`src/rtl/instr_fetch_unit_if.sv`:
```
// Fetch-stage bus bundle: instruction-memory read port, redirect input and decode-side output.
// The fetch unit uses the master modport. The memory/decode/redirect side uses the slave modport.
interface instr_fetch_unit_if #(
    parameter int XLEN     = 32,
    parameter int ADDR_W   = 8,
    parameter int FQ_DEPTH = 4
);
    localparam int CNT_W = $clog2(FQ_DEPTH + 1);

    // Handshake: decode takes {out_instr, out_pc} on a rising edge where out_valid & out_ready.
    // out_valid never depends on out_ready. imem_rdata answers imem_req on the following cycle.
    logic              imem_req;
    logic [ADDR_W-1:0] imem_addr;
    logic [XLEN-1:0]   imem_rdata;
    logic              redirect_valid;
    logic [XLEN-1:0]   redirect_pc;
    logic              out_valid;
    logic              out_ready;
    logic [XLEN-1:0]   out_instr;
    logic [XLEN-1:0]   out_pc;
    logic [CNT_W-1:0]  fq_count;

    modport master (
        output imem_req, imem_addr, out_valid, out_instr, out_pc, fq_count,
        input  imem_rdata, redirect_valid, redirect_pc, out_ready
    );

    modport slave (
        input  imem_req, imem_addr, out_valid, out_instr, out_pc, fq_count,
        output imem_rdata, redirect_valid, redirect_pc, out_ready
    );
endinterface

```
`src/rtl/instr_fetch_unit.sv`:
```
// Fetch stage: owns the fetch PC, reads a synchronous instruction memory and queues {instr, pc}
// in a small fetch queue for decode. A redirect flushes the queue and the in-flight read.
module instr_fetch_unit #(
    parameter int              XLEN     = 32,
    parameter int              ADDR_W   = 8,
    parameter int              FQ_DEPTH = 4,
    parameter logic [XLEN-1:0] RESET_PC = '0
) (
    input  logic                clk,
    input  logic                reset,
    instr_fetch_unit_if.master  bus
);
    localparam int PTR_W = $clog2(FQ_DEPTH);
    localparam int CNT_W = $clog2(FQ_DEPTH + 1);

    logic [XLEN-1:0]  fetch_pc_q, fetch_pc_d;
    logic             inflight_q, inflight_d;
    logic [XLEN-1:0]  inflight_pc_q, inflight_pc_d;
    logic [PTR_W-1:0] wr_ptr_q, wr_ptr_d;
    logic [PTR_W-1:0] rd_ptr_q, rd_ptr_d;
    logic [CNT_W-1:0] count_q, count_d;
    logic [XLEN-1:0]  fq_instr_q [FQ_DEPTH];
    logic [XLEN-1:0]  fq_pc_q    [FQ_DEPTH];

    logic [CNT_W:0]   occupancy;
    logic             issue;
    logic             enq;
    logic             head_valid;
    logic             deq;

    // Credit counts queued plus in-flight entries, so a response always finds a free slot.
    always_comb begin
        occupancy  = {1'b0, count_q} + {{CNT_W{1'b0}}, inflight_q};
        issue      = ~reset & ~bus.redirect_valid & (occupancy < (CNT_W + 1)'(FQ_DEPTH));
        enq        = inflight_q & ~bus.redirect_valid;
        head_valid = (count_q != '0) & ~bus.redirect_valid;
        deq        = head_valid & bus.out_ready;
    end

    always_comb begin
        fetch_pc_d    = fetch_pc_q;
        inflight_d    = issue;
        inflight_pc_d = fetch_pc_q;
        wr_ptr_d      = wr_ptr_q;
        rd_ptr_d      = rd_ptr_q;
        count_d       = count_q;
        if (bus.redirect_valid) begin
            fetch_pc_d = bus.redirect_pc;
            wr_ptr_d   = '0;
            rd_ptr_d   = '0;
            count_d    = '0;
        end else begin
            if (issue) fetch_pc_d = fetch_pc_q + XLEN'(1);
            if (enq)   wr_ptr_d   = wr_ptr_q + PTR_W'(1);
            if (deq)   rd_ptr_d   = rd_ptr_q + PTR_W'(1);
            count_d = count_q + CNT_W'(enq) - CNT_W'(deq);
        end
    end

    always_ff @(posedge clk or posedge reset) begin
        if (reset) begin
            fetch_pc_q    <= RESET_PC;
            inflight_q    <= 1'b0;
            inflight_pc_q <= '0;
            wr_ptr_q      <= '0;
            rd_ptr_q      <= '0;
            count_q       <= '0;
        end else begin
            fetch_pc_q    <= fetch_pc_d;
            inflight_q    <= inflight_d;
            inflight_pc_q <= inflight_pc_d;
            wr_ptr_q      <= wr_ptr_d;
            rd_ptr_q      <= rd_ptr_d;
            count_q       <= count_d;
        end
    end

    // Queue storage needs no reset: nothing is visible until count_q says the slot is filled.
    always_ff @(posedge clk) begin
        if (enq) begin
            fq_instr_q[wr_ptr_q] <= bus.imem_rdata;
            fq_pc_q[wr_ptr_q]    <= inflight_pc_q;
        end
    end

    assign bus.imem_req  = issue;
    assign bus.imem_addr = fetch_pc_q[ADDR_W-1:0];
    assign bus.out_valid = head_valid;
    assign bus.out_instr = head_valid ? fq_instr_q[rd_ptr_q] : '0;
    assign bus.out_pc    = head_valid ? fq_pc_q[rd_ptr_q] : '0;
    assign bus.fq_count  = count_q;
endmodule

```
`src/flat_wrapper.sv`:
```
// flat-port wrapper written by rule: the top's interface ports become plain ports
module instr_fetch_unit_flat 
#(
    parameter int              XLEN     = 32,
    parameter int              ADDR_W   = 8,
    parameter int              FQ_DEPTH = 4,
    parameter logic [XLEN-1:0] RESET_PC = '0
)
  (clk, reset, bus_imem_req, bus_imem_addr, bus_out_valid, bus_out_instr, bus_out_pc, bus_fq_count, bus_imem_rdata, bus_redirect_valid, bus_redirect_pc, bus_out_ready);
  instr_fetch_unit_if #(.XLEN(XLEN), .ADDR_W(ADDR_W), .FQ_DEPTH(FQ_DEPTH)) bus_i ();
  input  logic clk;
  input  logic reset;
  output wire logic [$bits(bus_i.imem_req)-1:0] bus_imem_req;
  output wire logic [$bits(bus_i.imem_addr)-1:0] bus_imem_addr;
  output wire logic [$bits(bus_i.out_valid)-1:0] bus_out_valid;
  output wire logic [$bits(bus_i.out_instr)-1:0] bus_out_instr;
  output wire logic [$bits(bus_i.out_pc)-1:0] bus_out_pc;
  output wire logic [$bits(bus_i.fq_count)-1:0] bus_fq_count;
  input wire logic [$bits(bus_i.imem_rdata)-1:0] bus_imem_rdata;
  input wire logic [$bits(bus_i.redirect_valid)-1:0] bus_redirect_valid;
  input wire logic [$bits(bus_i.redirect_pc)-1:0] bus_redirect_pc;
  input wire logic [$bits(bus_i.out_ready)-1:0] bus_out_ready;
  assign bus_imem_req = bus_i.imem_req;
  assign bus_imem_addr = bus_i.imem_addr;
  assign bus_out_valid = bus_i.out_valid;
  assign bus_out_instr = bus_i.out_instr;
  assign bus_out_pc = bus_i.out_pc;
  assign bus_fq_count = bus_i.fq_count;
  assign bus_i.imem_rdata = bus_imem_rdata;
  assign bus_i.redirect_valid = bus_redirect_valid;
  assign bus_i.redirect_pc = bus_redirect_pc;
  assign bus_i.out_ready = bus_out_ready;
  instr_fetch_unit #(.XLEN(XLEN), .ADDR_W(ADDR_W), .FQ_DEPTH(FQ_DEPTH), .RESET_PC(RESET_PC)) u_core (.clk(clk), .reset(reset), .bus(bus_i));
endmodule
```
`config.mk`:
```
export PLATFORM = sky130hd
export DESIGN_NAME = instr_fetch_unit_flat
export DESIGN_NICKNAME = d
export VERILOG_FILES = /design/src/rtl/instr_fetch_unit_if.sv /design/src/rtl/instr_fetch_unit.sv /design/src/flat_wrapper.sv
export SDC_FILE = /design/constraint.sdc
export NUM_CORES = 1
export LEC_CHECK = 0
export ABC_CLOCK_PERIOD_IN_PS = 4650
export CORE_MARGIN = 8
export CORE_UTILIZATION = 45
export CTS_CLUSTER_DIAMETER = 120
export DETAILED_ROUTE_END_ITERATION = 12
export GPL_TIMING_DRIVEN = 0
export PLACE_DENSITY = 0.66
export SETUP_SLACK_MARGIN = 0.15
export SLEW_MARGIN = 20
export SYNTH_ARGS = -nofsm -noshare
export SYNTH_HDL_FRONTEND = slang
export SYNTH_SLANG_ARGS = --single-unit
export TNS_END_PERCENT = 100
```
`constraint.sdc`:
```
create_clock -name clk -period 4.65 [get_ports clk]
set_input_delay 0.465 -clock clk [delete_from_list [all_inputs] [get_ports clk]]
set_output_delay 0.465 -clock clk [all_outputs]
set_load 0.01 [all_outputs]
```
Yosys cells after proc, flatten, opt, wreduce, memory -nomap -nowiden
Memories as Yosys holds them, arrays and structs flattened.
Index checks and enable logic that the tools add are counted.
{ "word_totals": {"register_bits": 72, "mem_count": 2, "latch_bits": 0, "output_inout_bits": 77, "ramBits": 256, "word_cells": 37, "romBits": 0, "inputBits": 68} }
{ "memory_table": {"columns": ["memory", "depth", "width", "read_ports", "rd_clocked_by_memory_dff", "wr", "line_no", "source"], "rows": [
  ["u_core.fq_instr_q", 4, 32, 1, 0, 1, "instr_fetch_unit.sv:22", "logic [XLEN-1:0] fq_instr_q [FQ_DEPTH];"],
  ["u_core.fq_pc_q", 4, 32, 1, 0, 1, "instr_fetch_unit.sv:23", "logic [XLEN-1:0] fq_pc_q [FQ_DEPTH];"]
]} }
{ "classes": {"n_addsub": 6, "mux": 11, "n_mul": 0, "n_reduce_logical": 4, "n_shift": 0, "order_cmp": 1, "n_eq_ne": 0, "bitwise_logic": 7, "div": 0} }
{ "ops": {"columns": ["op", "n"], "rows": [
  ["32-bit 2-to-1 mux", 4],
  ["32-bit by 1-bit adder with 32-bit output, second input constant", 1],
  ["2-bit 2-to-1 mux", 4],
  ["2-bit nonzero test", 3],
  ["1-bit AND", 5],
  ["2-bit by 1-bit adder with 2-bit output, second input constant", 2],
  ["3-bit by 1-bit adder with 4-bit output", 1],
  ["4-bit by 3-bit < comparator with 1-bit output, second input constant", 1],
  ["3-bit by 1-bit adder with 3-bit output", 1],
  ["3-bit 2-to-1 mux", 1],
  ["3-bit nonzero test", 1],
  ["3-bit by 1-bit subtractor with 3-bit output", 1],
  ["1-bit 2-to-1 mux", 2],
  ["1-bit NOT", 2]
]} }

Logic depth before layout (Yosys ltp)
Gate-level depths: netlist of the first run.
{ "logic_depth": {"word_depth": 5, "ltp_mapped": 10, "mapped_depth_nobuf": 10} }

Least setup slack after synthesis of the first run
No wires, ideal clock.
{ "synth_timing": {"path_type": "input-to-reg", "startpoint": "input bus_redirect_valid", "endpoint": "memory u_core.fq_instr_q[0][0] (enable)", "n_path_buf": 1, "setup_time_ps": 429, "path_stages": 3, "setup_slack_ps": 1863, "arrival_ps": 2358, "required_ps": 4221, "cell_sequence": "buf_4 nor2b_1 and2_1"} }
{ "synth_between": {"elab_chain_cells": 4} }
{ "synth_lines": {"columns": ["element", "line_no", "source"], "rows": [
  ["start: declaration", "flat_wrapper.sv:20", "input wire logic [$bits(bus_i.redirect_valid)-1:0] bus_redirect_valid;"],
  ["1-bit NOT", "instr_fetch_unit.sv:35", "enq = inflight_q & ~bus.redirect_valid;"],
  ["1-bit AND", "instr_fetch_unit.sv:35", null],
  ["1-bit 2-to-1 mux", "instr_fetch_unit.sv:80", "if (enq) begin"],
  ["1-bit 2-to-1 mux (implied by the code)", "instr_fetch_unit.sv:81", "fq_instr_q[wr_ptr_q] <= bus.imem_rdata;"],
  ["end: declaration", "instr_fetch_unit.sv:22", null]
]} }
No other way between the ends.

Final worst setup path of the first run
{ "layout_timing": {"startpoint": "register u_core.count_q[1] (netlist: u_core.bus.fq_count[1])", "endpoint": "output bus_out_pc[30]"} }
{ "layout_between": {"elab_chain_cells": 3} }
{ "layout_lines": {"columns": ["element", "line_no", "source"], "rows": [
  ["start: declaration", "instr_fetch_unit.sv:21", "logic [CNT_W-1:0] count_q, count_d;"],
  ["start signal: assignment", "instr_fetch_unit.sv:74", "count_q <= count_d;"],
  ["3-bit nonzero test", "instr_fetch_unit.sv:36", "head_valid = (count_q != '0) & ~bus.redirect_valid;"],
  ["1-bit AND", "instr_fetch_unit.sv:36", null],
  ["32-bit 2-to-1 mux", "instr_fetch_unit.sv:90", "assign bus.out_pc = head_valid ? fq_pc_q[rd_ptr_q] : '0;"],
  ["end: declaration", "flat_wrapper.sv:17", "output wire logic [$bits(bus_i.out_pc)-1:0] bus_out_pc;"]
]} }
No other way between the ends.

==> metrics.md, run 1 <==
| Metric | Value |
|---|---|
| Routed wire per std cell | `20.5 um` |
| Post-route ant nets | `0` |
| CP max FO | `10` |
| Pre-antenna DRT Iters | `5` |
| Asr flop ratio synth | `22.0%` |
| Final period util | `about 77%` |
| Unrepaired setup endpoints after global routing | `false` |
| Initial antenna violation count | `0` |
| Area leader, netlist | `edfxtp_1` |
| Number of synthesized flops with an enable pin | `about 260` |
| Iter 0 DRT Violations | `462` |
| GRT overflow | `0` |
| Hold Crit Class | `in -> reg` |
| Delay-heaviest family, CP | `buffers and inverters` |
| Vias/cell | `between 5 and 6` |
| H-tree depth | `2` |
| Final nets | `around 980` |
| Max Fclk | `278 MHz` |
| Setup TNS | `0 ps` |
| Largest net degree at the start of global routing | `54` |
| Rows | `a little over 60` |
| Reg-to-reg slack, setup | `about 2100 ps` |
| Vias in the first global route | `around 7200` |
| Min Hold Slack | `around 320 ps` |
| Total chip power | `~7600 uW` |
| Num CTS Buffers | `37` |
| CP peak stage delay | `550 ps` |
| Seq/Total Area, Yosys | `between 70 and 80%` |
| Worst-path clk slew | `60 ps` |
| Crit-path most repeated cell | `clkbuf_1` |
| Synth area leaders | `edfxtp_1 (60%), dfrtp_1 (14%), mux4_2 (11%), and2_1 (3.3%), xnor2_1 (1.2%)` |
| Slowest CP cell | `clkdlybuf4s50_1` |
| Fin. max-slew vios | `0` |
| Syn-to-layout area delta | `24.6%` |
| Worst-case clock buffer depth | `3` |
| Io pins | `about 150` |
| Syn Inst Count | `just over 700` |
| Syn Area/Cell | `18.1 sq um` |
| Crit path buffers/inverters | `3` |
| Crit path DAT | `3140 ps` |
| Die H | `185 um` |
| Count of cell types in the netlist | `49` |
| Yosys warns | `0` |
| DRC | `0` |
| Max cap viols | `0` |
| Static leakage | `around 0.0054 uW` |
| Power Dens Cells | `471 nW/um^2` |
| Final min period | `about 3600 ps` |
| Initial core utilization | `between 40% and 50%` |
| Net Count, Synth | `about 800` |
| DIE AREA | `34300 sq um` |
| Peak VDD IR | `around 0.27 mV` |
| Skew final | `about 15 ps` |
| Hold_buf cts | `0` |
| #FFs+latches synth | `328` |
| Status | `finished, final reports clean` |
| DP Wirelength | `between 15000 and 20000 um` |
| Post_cts resized | `0` |
| Layout cells sized above 1 | `between 10% and 20%` |
| CTS tree | `done` |
| Synth Flop Type | `edfxtp_1` |
| Insertion delay to the later sink of the worst-skew pair | `between 500 and 600 ps` |
| Final Hold Fails | `0` |
| Global Route Usage Sum | `roughly 16%` |
| Core Region | `between 20000 and 30000 sq um` |
| Crit end category | `output port` |
| Setup Fix Bufs, Post-CTS | `0` |
| Vias post-DR | `~6800` |
| Final Cell Area | `approximately 16000 sq um` |
| Port Buffer Count | `about 140` |
| Width of the die | `around 190 um` |
| Routability cong. | `between 0.7 and 0.8` |
| Critical Path Start Type | `flop` |
| Share of the synthesized area in the top cell type | `59.6%` |
| Required time of the critical path | `around 4200 ps` |
| Routed WL | `26900 um` |
| Clk sink count | `~330` |
| Worst slew pin tran | `roughly 1000 ps` |
| Setup violators final | `0` |
| First-pass GRT wire length | `about 41000 um` |
| Slew headroom | `about 33%` |
| Placed inst area | `14900 sq um` |
| Synthesized area | `about 13000 sq um` |
| CTS root buffer | `clkbuf_16` |
| WS Path Type | `reg -> out` |
| Critical path cell sequence | `nor3_1 -> nor2_1 -> clkbuf_1 -> clkbuf_1 -> and2_1 -> clkdlybuf4s50_1` |
logic make-up (layout without fill, tap and decap cells):
family | after synthesis | after routing | share of synthesized area [%]
XOR/XNOR | 30 | 30 | 2.04
buffers and inverters | 53 | 268 | 1.89
multiplexers | 67 | 67 | 11.4
AND/OR/NAND/NOR | 184 | 184 | 8.17
flip-flops | 328 | 328 | 73.6
AO/OA/AOI/OAI | 41 | 41 | 1.94
adder cells (fa/ha/maj) | 9 | 9 | 0.932
other | 0 | 1 | 0
Yosys cell counts, drive strengths merged (2+ instances only):
master / instances
nand2b: 2
and3b: 2
and4: 5
nor4b: 2
inv: 10
nand3: 14
nor2b: 2
or3: 2
nor3: 8
nor4: 6
xor2: 12
nor2: 12
nand4: 13
nor3b: 2
ha: 8
buf: 20
mux4: 64
mux2i: 2
o21ai: 28
or4: 2
xnor2: 18
o31a: 4
and2: 69
a22o: 2
edfxtp: 256
clkbuf: 23
nand2: 35
and3: 4
dfrtp: 72
placed cells by master (no fill, tap or decap), types with 6 or more instances in the layout:
cell,n
clkbuf_1,27
edfxtp_1,256
o21ai_0,28
nor4_1,6
inv_1,9
buf_4,10
nand4_1,13
clkdlybuf4s50_1,143
clkbuf_16,39
buf_1,6
ha_1,8
xnor2_1,18
nand3_1,13
nor2_1,12
and2_1,65
xor2_1,12
nor3_1,8
mux4_2,64
nand2_1,35
dfrtp_1,72
clkinv_2,10
worst paths after layout:
path / startpoint / end / depth (start not counted)
min reg2reg: u_core.fetch_pc_q[2] / u_core.inflight_pc_q[2] / 0
min in group asynchronous: reset / u_core.fetch_pc_q[1] / 2
max reg2reg: u_core.bus.fq_count[1] / u_core.fetch_pc_q[29] / 7
max: u_core.bus.fq_count[1] / bus_out_pc[30] / 6
min: bus_redirect_valid / u_core.fetch_pc_q[31] / 3
max in group asynchronous: reset / u_core.bus.fq_count[2] / 3
per-layer routing:
layer	vias to the layer above	routed length (um)	track usage, %
met5	-	0	0
met4	0	493	4.35
met3	40	1510	3.22
met2	191	12900	26.0
met1	3421	12000	21.4
li1	3134	-	-
worst reg2reg max path, cell delays in order (launching register included):
cell	delay [ps]
dfrtp_1	470
ha_1	260
o211ai_1	320
a22o_1	180
clkbuf_1	420
nand2_1	210
o311a_1	370
a211o_1	260
report_power, final:
| part | internal [uW] | switching [uW] | total (uW) |
|---|---|---|---|
| sequential | 3320 | 115 | 3440 |
| combinational | 791 | 673 | 1460 |
| clock | 1550 | 1100 | 2660 |
| total | 5670 | 1890 | 7560 |
sequential cells by signal, indices dropped and copies added (netlist names):
| name | count |
|---|---|
| u_core.bus.fq_count | 3 |
| u_core.fetch_pc_q | 32 |
| u_core.fq_instr_q | 128 |
| u_core.fq_pc_q | 128 |
| u_core.inflight_pc_q | 32 |
| u_core.inflight_q | 1 |
| u_core.rd_ptr_q | 2 |
| u_core.wr_ptr_q | 2 |
cell type report:
cell class	instances	area, sq um
Multi-Input combinational cell	331	3170
Clock inverter	21	124
Buffer	43	206
Inverter	10	40.0
Tap cell	384	480
Antenna cell	1	2.50
Clock buffer	46	1010
Fill cell	2279	12400
Timing Repair Buffer	148	1540
Sequential cell	328	9490
metrics by stage:
step / setup WS (ps) / instances / utilization (%)
after floorplan: 1860 / 712 / -
after global placement: 466 / 1239 / 52.0
after detailed placement: 1430 / 1244 / 52.4
after CTS: 931 / 1311 / 56.4
after global routing: 784 / 1311 / 56.4
final: 1050 / 1312 / 56.4
Note: power is estimated with default switching activity, not from simulation.
==> run 2: changes to the inputs <==
--- a/config.mk
+++ b/config.mk
@@ -5,13 +5,13 @@
 export SDC_FILE = /design/constraint.sdc
 export NUM_CORES = 1
 export LEC_CHECK = 0
-export ABC_CLOCK_PERIOD_IN_PS = 4650
+export ABC_CLOCK_PERIOD_IN_PS = 3110
 export CORE_MARGIN = 8
 export CORE_UTILIZATION = 45
 export CTS_CLUSTER_DIAMETER = 120
 export DETAILED_ROUTE_END_ITERATION = 12
 export GPL_TIMING_DRIVEN = 0
-export PLACE_DENSITY = 0.66
+export PLACE_DENSITY = 0.69
 export SETUP_SLACK_MARGIN = 0.15
 export SLEW_MARGIN = 20
 export SYNTH_ARGS = -nofsm -noshare
==> constraint.sdc (replaced) <==
create_clock -name clk -period 3.11 [get_ports clk]
set_input_delay 0.311 -clock clk [delete_from_list [all_inputs] [get_ports clk]]
set_output_delay 0.311 -clock clk [all_outputs]
set_load 0.01 [all_outputs]
==> metrics.md, run 2 (synthesis results as in run 1) <==
| Metric | Value |
|---|---|
| Max cap viols | `0` |
| Vias in the first global route | `between 7000 and 8000` |
| Die H | `roughly 190 um` |
| Initial core utilization | `~45%` |
| Routability cong. | `around 0.85` |
| Static leakage | `roughly 0.0055 uW` |
| Pre-antenna DRT Iters | `4` |
| Fill cell count | `2235` |
| Most common cell after layout, fill and taps aside | `edfxtp_1` |
| R2R depth | `8` |
| Required time of the critical path | `~2800 ps` |
| Vias/cell | `about 5.2` |
| Post-route ant nets | `0` |
| Max Fclk | `around 350 MHz` |
| CP peak stage delay | `about 480 ps` |
| H-tree depth | `2` |
| Largest net degree at the start of global routing | `58` |
| Filler-free cell count of the finished design | `between 1000 and 1500` |
| GRT overflow | `0` |
| Fin. max-slew vios | `0` |
| Peak VDD IR | `roughly 0.33 mV` |
| Final min period | `~2800 ps` |
| First-pass GRT wire length | `roughly 41000 um` |
| Clk sink count | `between 300 and 400` |
| Global Route Usage Sum | `approximately 16%` |
| Critical Path Start Type | `flop` |
| Vias post-DR | `between 6000 and 7000` |
| Num CTS Buffers | `35` |
| Final Hold Fails | `0` |
| DRC | `0` |
| Antenna Cells | `0` |
| Hold Crit Class | `in -> reg` |
| Port Buffer Count | `between 100 and 150` |
| Final nets | `slightly below 1000` |
| Skew final | `16.8 ps` |
| CTS root buffer | `clkbuf_16` |
| Worst-case clock buffer depth | `3` |
| Placed cells | `~1200` |
| Syn-to-layout area delta | `25.8%` |
| Rows | `62` |
| Routed wire per std cell | `20.1 um` |
| Crit end category | `output port` |
| Critical path cell sequence | `clkbuf_2 -> buf_2 -> mux4_2 -> and2_1 -> clkdlybuf4s50_1` |
| Slew headroom | `42.7%` |
| Unrepaired setup endpoints after global routing | `true` |
| Final period util | `~90%` |
| Commonest non-fill, non-tap cells in the layout | `edfxtp_1 (256), clkdlybuf4s50_1 (143), dfrtp_1 (70)` |
| Worst-path clk slew | `around 60 ps` |
| Routed WL | `26300 um` |
| DIE AREA | `between 30000 and 40000 sq um` |
| CP max FO | `10` |
| Worst Hold Depth | `3` |
| Worst slew pin tran | `about 850 ps` |
| Setup TNS | `0 ps` |
| WS Path Type | `reg -> out` |
| Status | `finished, final reports clean` |
| Initial antenna violation count | `0` |
| Crit path DAT | `~2500 ps` |
| Setup violators final | `0` |
| Core Region | `28500 sq um` |
| Biggest regs | `u_core.fq_instr_q: 128 flops, u_core.fq_pc_q: 128 flops` |
| Iter 0 DRT Violations | `433` |
| Width of the die | `~190 um` |
| CTS tree | `done` |
| Slowest CP cell | `clkdlybuf4s50_1` |
| DP Wirelength | `approximately 17000 um` |
| Insertion delay to the later sink of the worst-skew pair | `between 500 and 600 ps` |
| Power Dens Cells | `719 nW/um^2` |
| Io pins | `around 150` |
| Layout cells sized above 1 | `18.0%` |
[run 2: cell types whose count changed in the layout (fill, tap and decap cells not counted), sizes merged, moves of 2 or more]
cell / before / now
buf: 25 / 29
clkinv: 17 / 6
bufinv: 0 / 5
clkinvlp: 2 / 0
[run 2: power breakdown]
group | total, uW | switching [uW] | leakage [uW] | internal (uW)
Clock | 4270 | 1600 | 0.000585 | 2670
Combinational | 2240 | 997 | 0.00173 | 1240
Sequential | 5150 | 179 | 0.00319 | 4970
Total | 11700 | 2780 | 0.00551 | 8880
[run 2: cell type report]
class	instances	area [sq um]	area share (%)
multi-input combinational	331	3180	19.6
clock inverter	12	193	1.19
timing repair buffer	149	1560	9.63
sequential	328	9490	58.5
tap	384	480	2.96
buffer	43	264	1.63
clock buffer	50	1000	6.20
inverter	10	40.0	0.247
[run 2: through the flow]
stage                     worst slack [ps]  cell area [sq um]  hold WS [ps]  utilization, %  power [uW]
after floorplan                        364              12900           375               -        6420
after global placement               -1090              14800           421            52.0        7440
after detailed placement              99.7              14900           419            52.5        7470
after CTS                              152              16200           171            56.8       11800
after global routing                   147              16200           194            57.0       12200
final                                  284              16200           194            57.0       11700
[run 2: what timing repair did]
action,4_1_cts,5_1_grt
gates resized for setup,32,15
endpoints found under the setup margin,65,46
hold buffers,0,0
pin swaps,1,1
setup buffers,0,1
[run 2: final timing paths]
path	from	end	slack, ps
min in group asynchronous	reset	u_core.inflight_pc_q[5]	270
max in group asynchronous	reset	u_core.bus.fq_count[2]	2270
setup / recovery	u_core.rd_ptr_q[1]	bus_out_pc[18]	280
setup reg to reg	u_core.bus.fq_count[1]	u_core.fetch_pc_q[29]	390
hold / removal	bus_redirect_valid	u_core.fetch_pc_q[28]	190
hold reg to reg	u_core.fetch_pc_q[19]	u_core.inflight_pc_q[19]	440
[run 2: routing by layer]
layer  vias up  wire (um)  GRT usage, %  part of all wire [%]
li1       3120          -             -                     -
met1      3422      11700          21.2                    45
met2       202      12500          25.6                    48
met3        35       1650          3.59                   6.3
met4         0        390          3.49                   1.5
met5         -          0             0                     0
[run 2: worst max-delay path: cells and delay by family (launching register included)]
family                 cells  cell delay (ps)
and+or+nand+nor            1              200
muxes                      1              360
buffers and inverters      3             1120
DFF                        1              340
==> run 3: changes to the inputs <==
--- a/config.mk
+++ b/config.mk
@@ -10,10 +10,8 @@
 export CORE_UTILIZATION = 45
 export CTS_CLUSTER_DIAMETER = 120
 export DETAILED_ROUTE_END_ITERATION = 12
-export GPL_TIMING_DRIVEN = 0
 export PLACE_DENSITY = 0.69
 export SETUP_SLACK_MARGIN = 0.15
-export SLEW_MARGIN = 20
 export SYNTH_ARGS = -nofsm -noshare
 export SYNTH_HDL_FRONTEND = slang
 export SYNTH_SLANG_ARGS = --single-unit
==> metrics.md, run 3 (synthesis results as in run 1) <==
| Metric | Value |
|---|---|
| Switching Power | `around 2700 uW` |
| WP depth | `4` |
| Required time of the critical path | `2800 ps` |
| Clock group share of total power | `roughly a third` |
| GRT overflow | `0` |
| Switching fraction of total power | `between 20% and 30%` |
| Biggest regs | `u_core.fq_instr_q: 128 flops, u_core.fq_pc_q: 128 flops` |
| Crit path buffers/inverters | `2` |
| Final min period | `2780 ps` |
| Fin. max-slew vios | `0` |
| Vias in the first global route | `just over 7000` |
| Min Hold Slack | `between 150 and 200 ps` |
| Most common cell after layout, fill and taps aside | `edfxtp_1` |
| Width of the die | `roughly 190 um` |
| Delay-heaviest family, CP | `buffers and inverters` |
| Core Region | `between 20000 and 30000 sq um` |
| R2R depth | `7` |
| Worst slew pin tran | `about 640 ps` |
| Slew headroom | `57.0%` |
| Filler-free cell count of the finished design | `between 1000 and 1500` |
| Routability cong. | `just over 0.8` |
| Routed wire per std cell | `20.0 um` |
| Final Hold Fails | `0` |
| Iter 0 DRT Violations | `between 300 and 400` |
| Syn-to-layout area delta | `24.3%` |
| Skew final | `roughly 11 ps` |
| Hold_buf cts | `0` |
| Hold Crit Class | `in -> reg` |
| First-pass GRT wire length | `~41000 um` |
| Post-route ant nets | `0` |
| Max cap viols | `0` |
| DIE AREA | `around 34000 sq um` |
| Worst hold start | `bus_redirect_valid` |
| Critical Path Start | `u_core.rd_ptr_q[0]` |
| Vias post-DR | `between 6000 and 7000` |
| Clk sink count | `approximately 330` |
| Worst Hold Depth | `2` |
| CP peak stage delay | `roughly 530 ps` |
| Worst-path clk slew | `around 50 ps` |
| CTS tree | `done` |
| Io pins | `~150` |
| Setup TNS | `0 ps` |
| DRC | `0` |
| Fill cell count | `about 2200` |
| Setup violators final | `0` |
| Pre-antenna DRT Iters | `4` |
| Unrepaired setup endpoints after global routing | `false` |
| Max Fclk | `360 MHz` |
| CTS root buffer | `clkbuf_16` |
| Initial core utilization | `a little under half` |
| Num CTS Buffers | `35` |
| Peak VDD IR | `0.358 mV` |
| Routed WL | `around 26000 um` |
| Power Dens Cells | `between 700 and 800 nW/um^2` |
| Crit path DAT | `2470 ps` |
| DP Wirelength | `approximately 17000 um` |
| Die H | `between 150 and 200 um` |
| Layout cells sized above 1 | `between 10% and 20%` |
| Slowest CP cell | `mux4_2` |
| Port Buffer Count | `about 140` |
| Final nets | `roughly 960` |
| Seq pwr share | `~46%` |
| WS Path Type | `reg -> out` |
| Global Route Usage Sum | `between 10% and 20%` |
| Status | `finished, final reports clean` |
| Final period util | `89.4%` |
| Insertion delay to the later sink of the worst-skew pair | `490 ps` |
| Static leakage | `roughly 0.0054 uW` |
| Vias/cell | `around 5.1` |
| Largest net degree at the start of global routing | `66` |
| Commonest non-fill, non-tap cells in the layout | `edfxtp_1 (256), clkdlybuf4s50_1 (143), dfrtp_1 (70)` |
| H-tree depth | `2` |
| CP max FO | `23` |
| P_int | `around 8600 uW` |
| Combinational Power Share | `approximately a fifth` |
| Critical Path Start Type | `flop` |
| Rows | `62` |
| Critical path cell sequence | `buf_12 -> mux4_2 -> and2_1 -> clkdlybuf4s50_1` |
| Critical R2R Launch | `u_core.bus.fq_count[1]` |
| Worst-case clock buffer depth | `3` |
| Placed cells | `between 1000 and 1500` |
| Initial antenna violation count | `1` |
| Crit end category | `output port` |
run 3: cell count changes in the layout (fill, tap and decap cells not counted), sizes merged:
cell / previous run / this run
bufinv: 5 / 2
diode: 0 / 1
buf: 29 / 31
clkinvlp: 0 / 1
clkbuf: 70 / 48
inv: 11 / 10
clkinv: 6 / 11
run 3: timing repair:
item | CTS | global route
setup buffers | 2 | 1
pin swaps | 0 | 1
resized for setup | 2 | 0
setup endpoints to repair | 26 | 1
run 3: per-layer routing:
layer / vias up / GRT usage (%) / part of all wire (%)
met1: 3318 / 19.7 / 42
met3: 32 / 3.96 / 7.3
li1: 3083 / - / -
met2: 182 / 26.0 / 49
met5: - / 0 / 0
met4: 0 / 3.59 / 1.5
run 3: final timing paths:
check / slack [ps] / end
setup / recovery: 330 / bus_out_pc[18]
setup reg to reg: 550 / u_core.fetch_pc_q[28]
max in group asynchronous: 1990 / u_core.inflight_pc_q[14]
hold reg to reg: 440 / u_core.inflight_pc_q[22]
hold / removal: 180 / u_core.wr_ptr_q[1]
min in group asynchronous: 300 / u_core.inflight_q
run 3: worst register-to-register path, stage by stage (launching register included):
cell and delay [ps]:
dfrtp_1 460, ha_1 270, o211ai_1 290, buf_4 180, a2bb2oi_1 180, or2_0 370, or4_1 530, a31oi_1 190
run 3: layout make-up:
cell class              count  area, sq um  area share, %
flip-flops and latches    328         9500           59.2
multi-input cells         331         3180           19.8
repair buffers            174         1730           10.8
clock buffers              48          987           6.16
well taps                 384          480           3.00
clock inverters            14          113          0.702
inverters                  10         37.5          0.234
diodes                      1         2.50         0.0156
run 3: power groups by stage:
| stage | Combinational (uW) | Sequential [uW] | Clock [uW] |
|---|---|---|---|
| floorplan | 1240 | 5180 | 0 |
| global placement | 2200 | 5260 | 0 |
| detailed placement | 2200 | 5270 | 0 |
| CTS | 2260 | 5160 | 4030 |
| global route | 2390 | 5180 | 4200 |
| finish | 2180 | 5150 | 3910 |
run 3: per-stage QoR:
step | worst slack, ps | total power, uW | instance area (sq um) | utilization (%)
floorplan | 364 | 6420 | 12900 | -
global placement | 575 | 7450 | 14900 | 52.3
detailed placement | 487 | 7470 | 14900 | 52.3
CTS | 241 | 11400 | 16000 | 56.3
global route | 178 | 11800 | 16000 | 56.3
finish | 330 | 11200 | 16000 | 56.3
